$ cat src/rtl/div_iter.sv
// Iterative radix-2 restoring divider for DIV/DIVU.
// Produces {remainder, quotient} after DW CALC cycles plus one SIGN cycle and
// holds the result in DONE until the pipeline acknowledges it.
//
// Handshake: start is taken only in IDLE, or in DONE while ack is high (the
// result is consumed and a new op is accepted in the same cycle). done is high
// for exactly the cycles spent in DONE; res is stable while done is high.
// cancel overrides everything and returns the FSM to IDLE on the next edge.
module div_iter #(
  parameter int DW        = 32,
  parameter bit ZERO_FAST = 1'b1
) (
  input  logic            clk,
  input  logic            rst,
  input  logic            start,
  input  logic            sgn,
  input  logic [DW-1:0]   opr1,
  input  logic [DW-1:0]   opr2,
  input  logic            cancel,
  input  logic            ack,
  output logic            stall_req,
  output logic            done,
  output logic [2*DW-1:0] res,
  output logic [1:0]      dbg_state
);

  localparam int CW = $clog2(DW);

  typedef enum logic [1:0] {
    S_IDLE = 2'd0,
    S_CALC = 2'd1,
    S_SIGN = 2'd2,
    S_DONE = 2'd3
  } state_t;

  state_t            state_q, state_d;
  logic [CW-1:0]     cnt_q, cnt_d;
  // {partial remainder (DW+1 bits incl. carry), quotient (DW bits)}
  logic [2*DW:0]     work_q, work_d;
  logic [DW-1:0]     dvsr_q, dvsr_d;
  logic [DW-1:0]     dvnd_q, dvnd_d;   // raw dividend, used for divide-by-zero
  logic              qs_q, qs_d;
  logic              rs_q, rs_d;
  logic              zero_q, zero_d;
  logic              done_q, done_d;
  logic [2*DW-1:0]   res_q, res_d;

  logic              accept;
  logic              a_neg, b_neg;
  logic [DW-1:0]     a_abs, b_abs;
  logic [2*DW:0]     shifted;
  logic [DW:0]       rem_try;
  logic [DW-1:0]     q_fin, r_fin;

  // Operand magnitudes and acceptance of a new divide.
  always_comb begin
    a_neg  = sgn & opr1[DW-1];
    b_neg  = sgn & opr2[DW-1];
    a_abs  = a_neg ? (~opr1 + {{(DW-1){1'b0}}, 1'b1}) : opr1;
    b_abs  = b_neg ? (~opr2 + {{(DW-1){1'b0}}, 1'b1}) : opr2;
    accept = start & ~cancel &
             ((state_q == S_IDLE) | ((state_q == S_DONE) & ack));
  end

  // One restoring step and the final sign fix-up.
  always_comb begin
    shifted = {work_q[2*DW-1:0], 1'b0};
    rem_try = shifted[2*DW:DW];
    q_fin   = work_q[DW-1:0];
    r_fin   = work_q[2*DW-1:DW];
  end

  // Next-state and datapath update.
  always_comb begin
    state_d = state_q;
    cnt_d   = cnt_q;
    work_d  = work_q;
    dvsr_d  = dvsr_q;
    dvnd_d  = dvnd_q;
    qs_d    = qs_q;
    rs_d    = rs_q;
    zero_d  = zero_q;
    done_d  = done_q;
    res_d   = res_q;

    if (cancel) begin
      state_d = S_IDLE;
      done_d  = 1'b0;
    end else if (accept) begin
      work_d = {{(DW+1){1'b0}}, a_abs};
      dvsr_d = b_abs;
      dvnd_d = opr1;
      qs_d   = a_neg ^ b_neg;
      rs_d   = a_neg;
      zero_d = (opr2 == '0);
      cnt_d  = '0;
      if ((opr2 == '0) && ZERO_FAST) begin
        // Divide by zero short-cut: all-ones quotient, raw dividend as remainder.
        res_d   = {opr1, {DW{1'b1}}};
        done_d  = 1'b1;
        state_d = S_DONE;
      end else begin
        done_d  = 1'b0;
        state_d = S_CALC;
      end
    end else begin
      case (state_q)
        S_CALC: begin
          if (rem_try >= {1'b0, dvsr_q}) begin
            work_d = {rem_try - {1'b0, dvsr_q}, shifted[DW-1:1], 1'b1};
          end else begin
            work_d = shifted;
          end
          cnt_d = cnt_q + CW'(1);
          if (cnt_q == CW'(DW-1)) begin
            state_d = S_SIGN;
          end
        end
        S_SIGN: begin
          if (zero_q) begin
            res_d = {dvnd_q, {DW{1'b1}}};
          end else begin
            res_d = {(rs_q ? (~r_fin + {{(DW-1){1'b0}}, 1'b1}) : r_fin),
                     (qs_q ? (~q_fin + {{(DW-1){1'b0}}, 1'b1}) : q_fin)};
          end
          done_d  = 1'b1;
          state_d = S_DONE;
        end
        S_DONE: begin
          if (ack) begin
            done_d  = 1'b0;
            state_d = S_IDLE;
          end
        end
        default: begin
          state_d = state_q;
        end
      endcase
    end
  end

  // State and datapath registers, asynchronous reset.
  always_ff @(posedge clk or posedge rst) begin
    if (rst) begin
      state_q <= S_IDLE;
      cnt_q   <= '0;
      work_q  <= '0;
      dvsr_q  <= '0;
      dvnd_q  <= '0;
      qs_q    <= 1'b0;
      rs_q    <= 1'b0;
      zero_q  <= 1'b0;
      done_q  <= 1'b0;
      res_q   <= '0;
    end else begin
      state_q <= state_d;
      cnt_q   <= cnt_d;
      work_q  <= work_d;
      dvsr_q  <= dvsr_d;
      dvnd_q  <= dvnd_d;
      qs_q    <= qs_d;
      rs_q    <= rs_d;
      zero_q  <= zero_d;
      done_q  <= done_d;
      res_q   <= res_d;
    end
  end

  // Outputs: stall is combinational so EX holds in the start cycle itself.
  always_comb begin
    stall_req = ~cancel & (((state_q == S_IDLE) & start) |
                           (state_q == S_CALC) | (state_q == S_SIGN));
    done      = done_q;
    res       = res_q;
    dbg_state = state_q;
  end

endmodule
$ cat config.mk
export PLATFORM = sky130hd
export DESIGN_NAME = div_iter
export DESIGN_NICKNAME = d
export VERILOG_FILES = /design/src/rtl/div_iter.sv
export SDC_FILE = /design/constraint.sdc
export NUM_CORES = 1
export LEC_CHECK = 0
export BUFFER_PORTS_ARGS = -buffer_cell sky130_fd_sc_hd__clkbuf_2
export CAP_MARGIN = 20
export CELL_PAD_IN_SITES_DETAIL_PLACEMENT = 0
export CELL_PAD_IN_SITES_GLOBAL_PLACEMENT = 1
export CORE_MARGIN = 4
export CORE_UTILIZATION = 30
export CTS_BUF_LIST = sky130_fd_sc_hd__clkbuf_2 sky130_fd_sc_hd__clkbuf_4 sky130_fd_sc_hd__clkbuf_8
export CTS_CLUSTER_DIAMETER = 80
export DETAILED_ROUTE_END_ITERATION = 10
export GPL_TIMING_DRIVEN = 0
export PLACE_DENSITY = 0.56
export SYNTH_ARGS = -nofsm -noshare
export SYNTH_HDL_FRONTEND = slang
export SYNTH_SLANG_ARGS = --single-unit
$ cat constraint.sdc
create_clock -name clk -period 5.9 [get_ports clk]
set_input_delay 0.885 -clock clk [delete_from_list [all_inputs] [get_ports clk]]
set_output_delay 0.885 -clock clk [all_outputs]
set_load 0.02 [all_outputs]
; ---- Word level (Yosys, flattened, before mapping)
; Index checks and enable logic that the tools add are counted.
[op_classes]
n_bitwise = 16
n_reduce_logical = 11
eq_ne = 7
addsub = 6
mux = 24
order_cmp = 1
[ops]
columns = operator, n
row1 = 64-bit 2-to-1 mux, 7
row2 = "32-bit by 1-bit adder with 32-bit output, second input constant", 4
row3 = 32-bit 2-to-1 mux, 4
row4 = 32-bit inverter, 4
row5 = 33-bit by 32-bit greater-or-equal comparator with 1-bit output, 1
row6 = 32-bit zero test, 1
row7 = 32-bit subtractor, 1
row8 = 2-bit 2-to-1 mux, 5
row9 = 5-bit 2-to-1 mux, 2
row10 = "4-bit inequality test, second input constant", 2
row11 = 1-bit bitwise AND, 7
row12 = 2-bit one-hot mux with 3 select lines, 1
row13 = 2-bit AND reduction, 3
row14 = 3-bit AND reduction, 2
row15 = "5-bit by 1-bit adder with 5-bit output, second input constant", 1
row16 = "5-bit equality test, second input constant", 1
row17 = 5-bit nonzero test, 1
row18 = "2-bit equality test, second input constant", 2
row19 = 1-bit 2-to-1 mux, 4
row20 = 2-bit nonzero test, 2
row21 = 4-bit nonzero test, 1
row22 = 1-bit OR, 3
row23 = "2-bit by 1-bit equality test with 1-bit output, second input constant", 1
row24 = 2-bit zero test, 1
row25 = 4 further kinds, 4
[totals]
inputBits = 70
elab_cells = 75
out_inout_bits = 68
reg_bits = 203

; ---- Longest topological paths before layout
[depth]
depth_word = 6
depth_mapped = 14
mapped_depth_nobuf = 14

; ---- Worst setup path after synthesis
; OpenSTA, ideal clock, no wires.
[synth_timing]
path_kind = flip-flop to flip-flop
start = register work_q[31]
end = register work_q[62]
arrival_time_ns = 3.223
required_ns = 5.765
setup_time_ns = 0.135
n_path_buf = 0
slack_ns = 2.542
stages_incl_launch_ff = 15
period_less_slack_ns = 3.358
cell_sequence = dfrtp_1 inv_1 ha_1 inv_1 fa_1 a21oi_1 o21ai_0 a2111oi_0 o31ai_1 o31ai_1 o21ai_0 nand4_1 mux2i_1 a2111oi_0 o31ai_1
[synth_between]
elab_chain_cells = 4
word_cells_on_any_way = 5
classes_between = add/sub (1) / order compare (1) / mux (3)
[synth_rtl]
columns = item, line
row1 = start: declaration, 39  ; logic [2*DW:0] work_q, work_d;
row2 = start signal: assignment, 158  ; work_q <= work_d;
row3 = 32-bit subtractor or 33-bit by 32-bit greater-or-equal comparator with 1-bit output (tied branches), "110, 109"
row4 = 64-bit 2-to-1 mux *, 109  ; if (rem_try >= {1'b0, dvsr_q}) begin
row5 = 64-bit 2-to-1 mux *, 107  ; case (state_q)
row6 = 64-bit 2-to-1 mux *, 89  ; end else if (accept) begin
; Every way passes the cells marked *; elsewhere a longest branch is shown, timed or not. The select of a mux whose other input is x is not followed.
; A chain may end at the register's enable or synchronous reset.

; ---- Final worst setup path
; Same ends and word-level chain as after synthesis.

==> results.yml <==
synthesis:
  ys_warn_count: 0
  synth_area_sq_um: 12600
  ys_seq_area_share_pct: 40.2
  syn_inst: 1530
  dominantRegCellSynth: "dfrtp_1"
  synth_edf_count: 0
  ys_types: 64
  async_flop_share_pct: 100
  syn-num-nets: 1639
  synth_seq_cells: 203
  syn_avg_cell_area_sq_um: 8.26
final_layout:
  nFillCells: 4391
  drive_gt1_share_pct: 13.4
  nNetsFinal: 1823
  areaGrowthSynthToFinish_pct: 18.2
floorplanning:
  die-area_sq_um: 45500
  pin_count: 138
  die_x_microns: 213
  start_util_pct: 30.7
  row_count: 74
  die_h_microns: 213
  core-area_sq_um: 41200
power_and_ir_drop:
  p_switching_mw: 2.10
  p_total_mw: 5.37
  p_int_mw: 3.27
  seqPwrFrac_pct: 33.9
  power.density_nw_per_um2: 360
  p_clk_share_pct: 28.6
  swShare_pct: 39.1
  p_comb_share_pct: 37.5
  vdd_drop_max_uv: 117
  leakage_nw: 6.96
clocking:
  clk_pin_slew_worst_paths_ps: 60
  cts_root_buffer: "clkbuf_8"
  htree_levels: 2
  numCtsBuffers: 40
  cts.hold.buffers_added: 0
  clk_latency_ps: 610
  cts_tree: "done"
  cts_setup_buffers: 0
  ctsLongestPathBuffers: 3
  clock_sinks: 203
  cts_resized: 0
global_routing:
  grt_use_total_pct: 19.8
  grt_max_degree: 40
  grt_pass1_vias: 11700
  grt_pass1_wl_microns: 69700
  antenna_found_initial: 0
  grt-ovfl-total: 0
placement:
  gp_congestion: 0.837
  post-dp-hpwl_microns: 35400
  portBuffers: 137
setup_path:
  startpoint: "work_q[31]"
  r2r_end: "work_q[62]"
  rrSetupSlack_ps: 1390
  worst_setup_path_end_kind: "flip-flop"
  arrival_ps: 4950
  path_max_fanout: 3
  reg2regPathDepth: 14
  rr_startpoint: "work_q[31]"
  required_ps: 6340
  crit_chain: "inv_1 -> ha_1 -> inv_1 -> fa_1 -> a21oi_1 -> o21ai_0 -> a2111oi_0 -> o31ai_1 -> o31ai_1 -> o21ai_0 -> nand4_1 -> mux2i_1 -> a2111oi_0 -> o31ai_1"
  startpoint_type: "flip-flop"
  critical_path_class: "flip-flop to flip-flop"
  cp_common_cell: "o31ai_1"
  worst_path_largest_cell_delay_ps: 850
  cp_slowest_cell: "a2111oi_0"
routing:
  met2_length_microns: 20800
  dr.pass1.iters: 5
  met3_length_microns: 1840
  detail-route-antenna-nets: 0
  highest_layer: "met4"
  num_vias: 11500
  vias_per_cell: 5.05
  postRouteWirelength_microns: 45100
  drt_iter0_drc: 654
  wl_met1_microns: 21700
  wl_per_cell_microns: 19.8
  drc_errors: 0
timing:
  timing.fmax_mhz: 222
  slew_viol_final: 0
  setup_violations: 0
  fin_skew_ps: 26.0
  tightest_slew_ps: 1080
  rsz0062_at_grt: "false"
  final_period_minus_worst_setup_slack_ps: 4510
  finalCritPeriodShare_pct: 76.5
  finalSetupTns_ps: 0
  finalHoldViolations: 0
  slew_headroom_pct: 27.1
status:
  outcome: "finished, final reports clean"
hold_path:
  hold_class: "input pin to async pin"
job:
  maxCapViolCount: 0
==> cell type report <==
type	instances	area, sq um	share of cell area (%)
plain buffers	86	335	2.25
flip-flops and latches	203	5080	34.0
inverters	58	221	1.48
clock inverters	5	56.3	0.377
well taps	532	666	4.46
multi-input cells	1183	7000	46.9
repair buffers	142	786	5.26
clock buffers	63	779	5.22
diodes	1	2.50	0.0168
==> cells in the final DEF (no fill, tap or decap), types with 8 or more instances in the layout <==
cell,instances
o211ai_1,10
a21oi_1,91
xor2_1,95
ha_1,38
a31oi_1,36
xnor2_1,48
nor2_1,109
nor4_1,8
o41ai_1,11
a21o_1,13
o21ai_0,166
dfrtp_1,203
nor3_1,27
clkbuf_4,14
nand2_1,284
o22ai_1,9
nand2b_1,13
clkbuf_1,75
clkbuf_8,49
inv_1,57
mux2i_1,31
o31ai_1,33
clkbuf_2,137
o21a_1,10
nand4_1,8
nand3_1,40
or3_1,14
==> Yosys cell counts, drive strengths merged (8+ instances only) <==
library cell / instances / area share, %
o21a: 10 / 0.59
nor4: 9 / 0.50
a31oi: 36 / 1.8
nand2b: 13 / 0.64
buf: 11 / 0.43
mux2i: 31 / 2.5
or3: 19 / 1.1
xnor2: 48 / 3.3
o21ai: 169 / 6.7
nor2: 110 / 3.3
and3: 8 / 0.41
nor3: 27 / 1.1
o22ai: 9 / 0.45
inv: 58 / 1.7
nand4: 8 / 0.40
nand2: 284 / 8.4
nand3: 41 / 1.7
o31ai: 34 / 2.1
clkbuf: 75 / 2.2
o211ai: 10 / 0.59
a21o: 13 / 0.77
xor2: 95 / 6.6
a21oi: 91 / 3.6
dfrtp: 203 / 40
ha: 38 / 3.8
o41ai: 12 / 0.89
==> registers in the layout, indices dropped and copies added, names as in the netlist <==
name	cells
done	1
cnt_q	5
dvnd_q	32
rs_q	1
res	64
qs_q	1
zero_q	1
work_q	64
dvsr_q	32
dbg_state	2
==> critical path: cells and delay by family, from the launching register on <==
kind | cells | cell delay [ps]
AOI/OAI and AO/OA | 8 | 2870
adders and majority gates | 2 | 610
DFF | 1 | 370
buffers and inverters | 2 | 240
and+or+nand+nor | 1 | 190
muxes | 1 | 90
==> power groups by stage <==
stage	Clock [mW]	Combinational, mW	Sequential (mW)
floorplan	0	1.46	1.79
global placement	0	2.02	1.84
detailed placement	0	2.03	1.85
CTS	1.58	2.03	1.82
global route	1.64	2.26	1.85
finish	1.54	2.02	1.82
==> per-layer routing <==
metal  track usage, %  vias up
met5                0        -
met4             4.55        0
met3             2.42       49
met2             32.5      245
met1             28.1     5493
li1                 -     5688
==> worst max path at each step <==
stage,depth (start not counted),endpoint,slack (ps)
2_1_floorplan,1,cnt_q[0],2380
3_3_place_gp,2,dbg_state[1],780
3_5_place_dp,13,res[21],1090
4_1_cts,14,work_q[62],1420
5_1_grt,14,work_q[62],960
6_report,14,work_q[62],1390
==> cell families after synthesis <==
family / share of synthesized area [%]
adder cells (fa/ha/maj): 3.92
AND/OR/NAND/NOR: 19.7
flip-flops: 40.2
multiplexers: 2.55
buffers and inverters: 4.38
AO/OA/AOI/OAI: 19.3
XOR/XNOR: 9.91
==> through the flow <==
stage | hold slack (ps) | utilization [%] | area, sq um | std cells | setup WS, ps
after floorplan | 436 | - | 12600 | 1530 | 2380
after detailed placement | 453 | 34.2 | 14100 | 2204 | 1090
after CTS | 369 | 36.2 | 14900 | 2272 | 1420
after global routing | 429 | 36.2 | 14900 | 2272 | 960
final | 390 | 36.2 | 14900 | 2273 | 1390
after global placement | 451 | 34.0 | 14000 | 2199 | 780
Power figures use the tool's default switching activity.
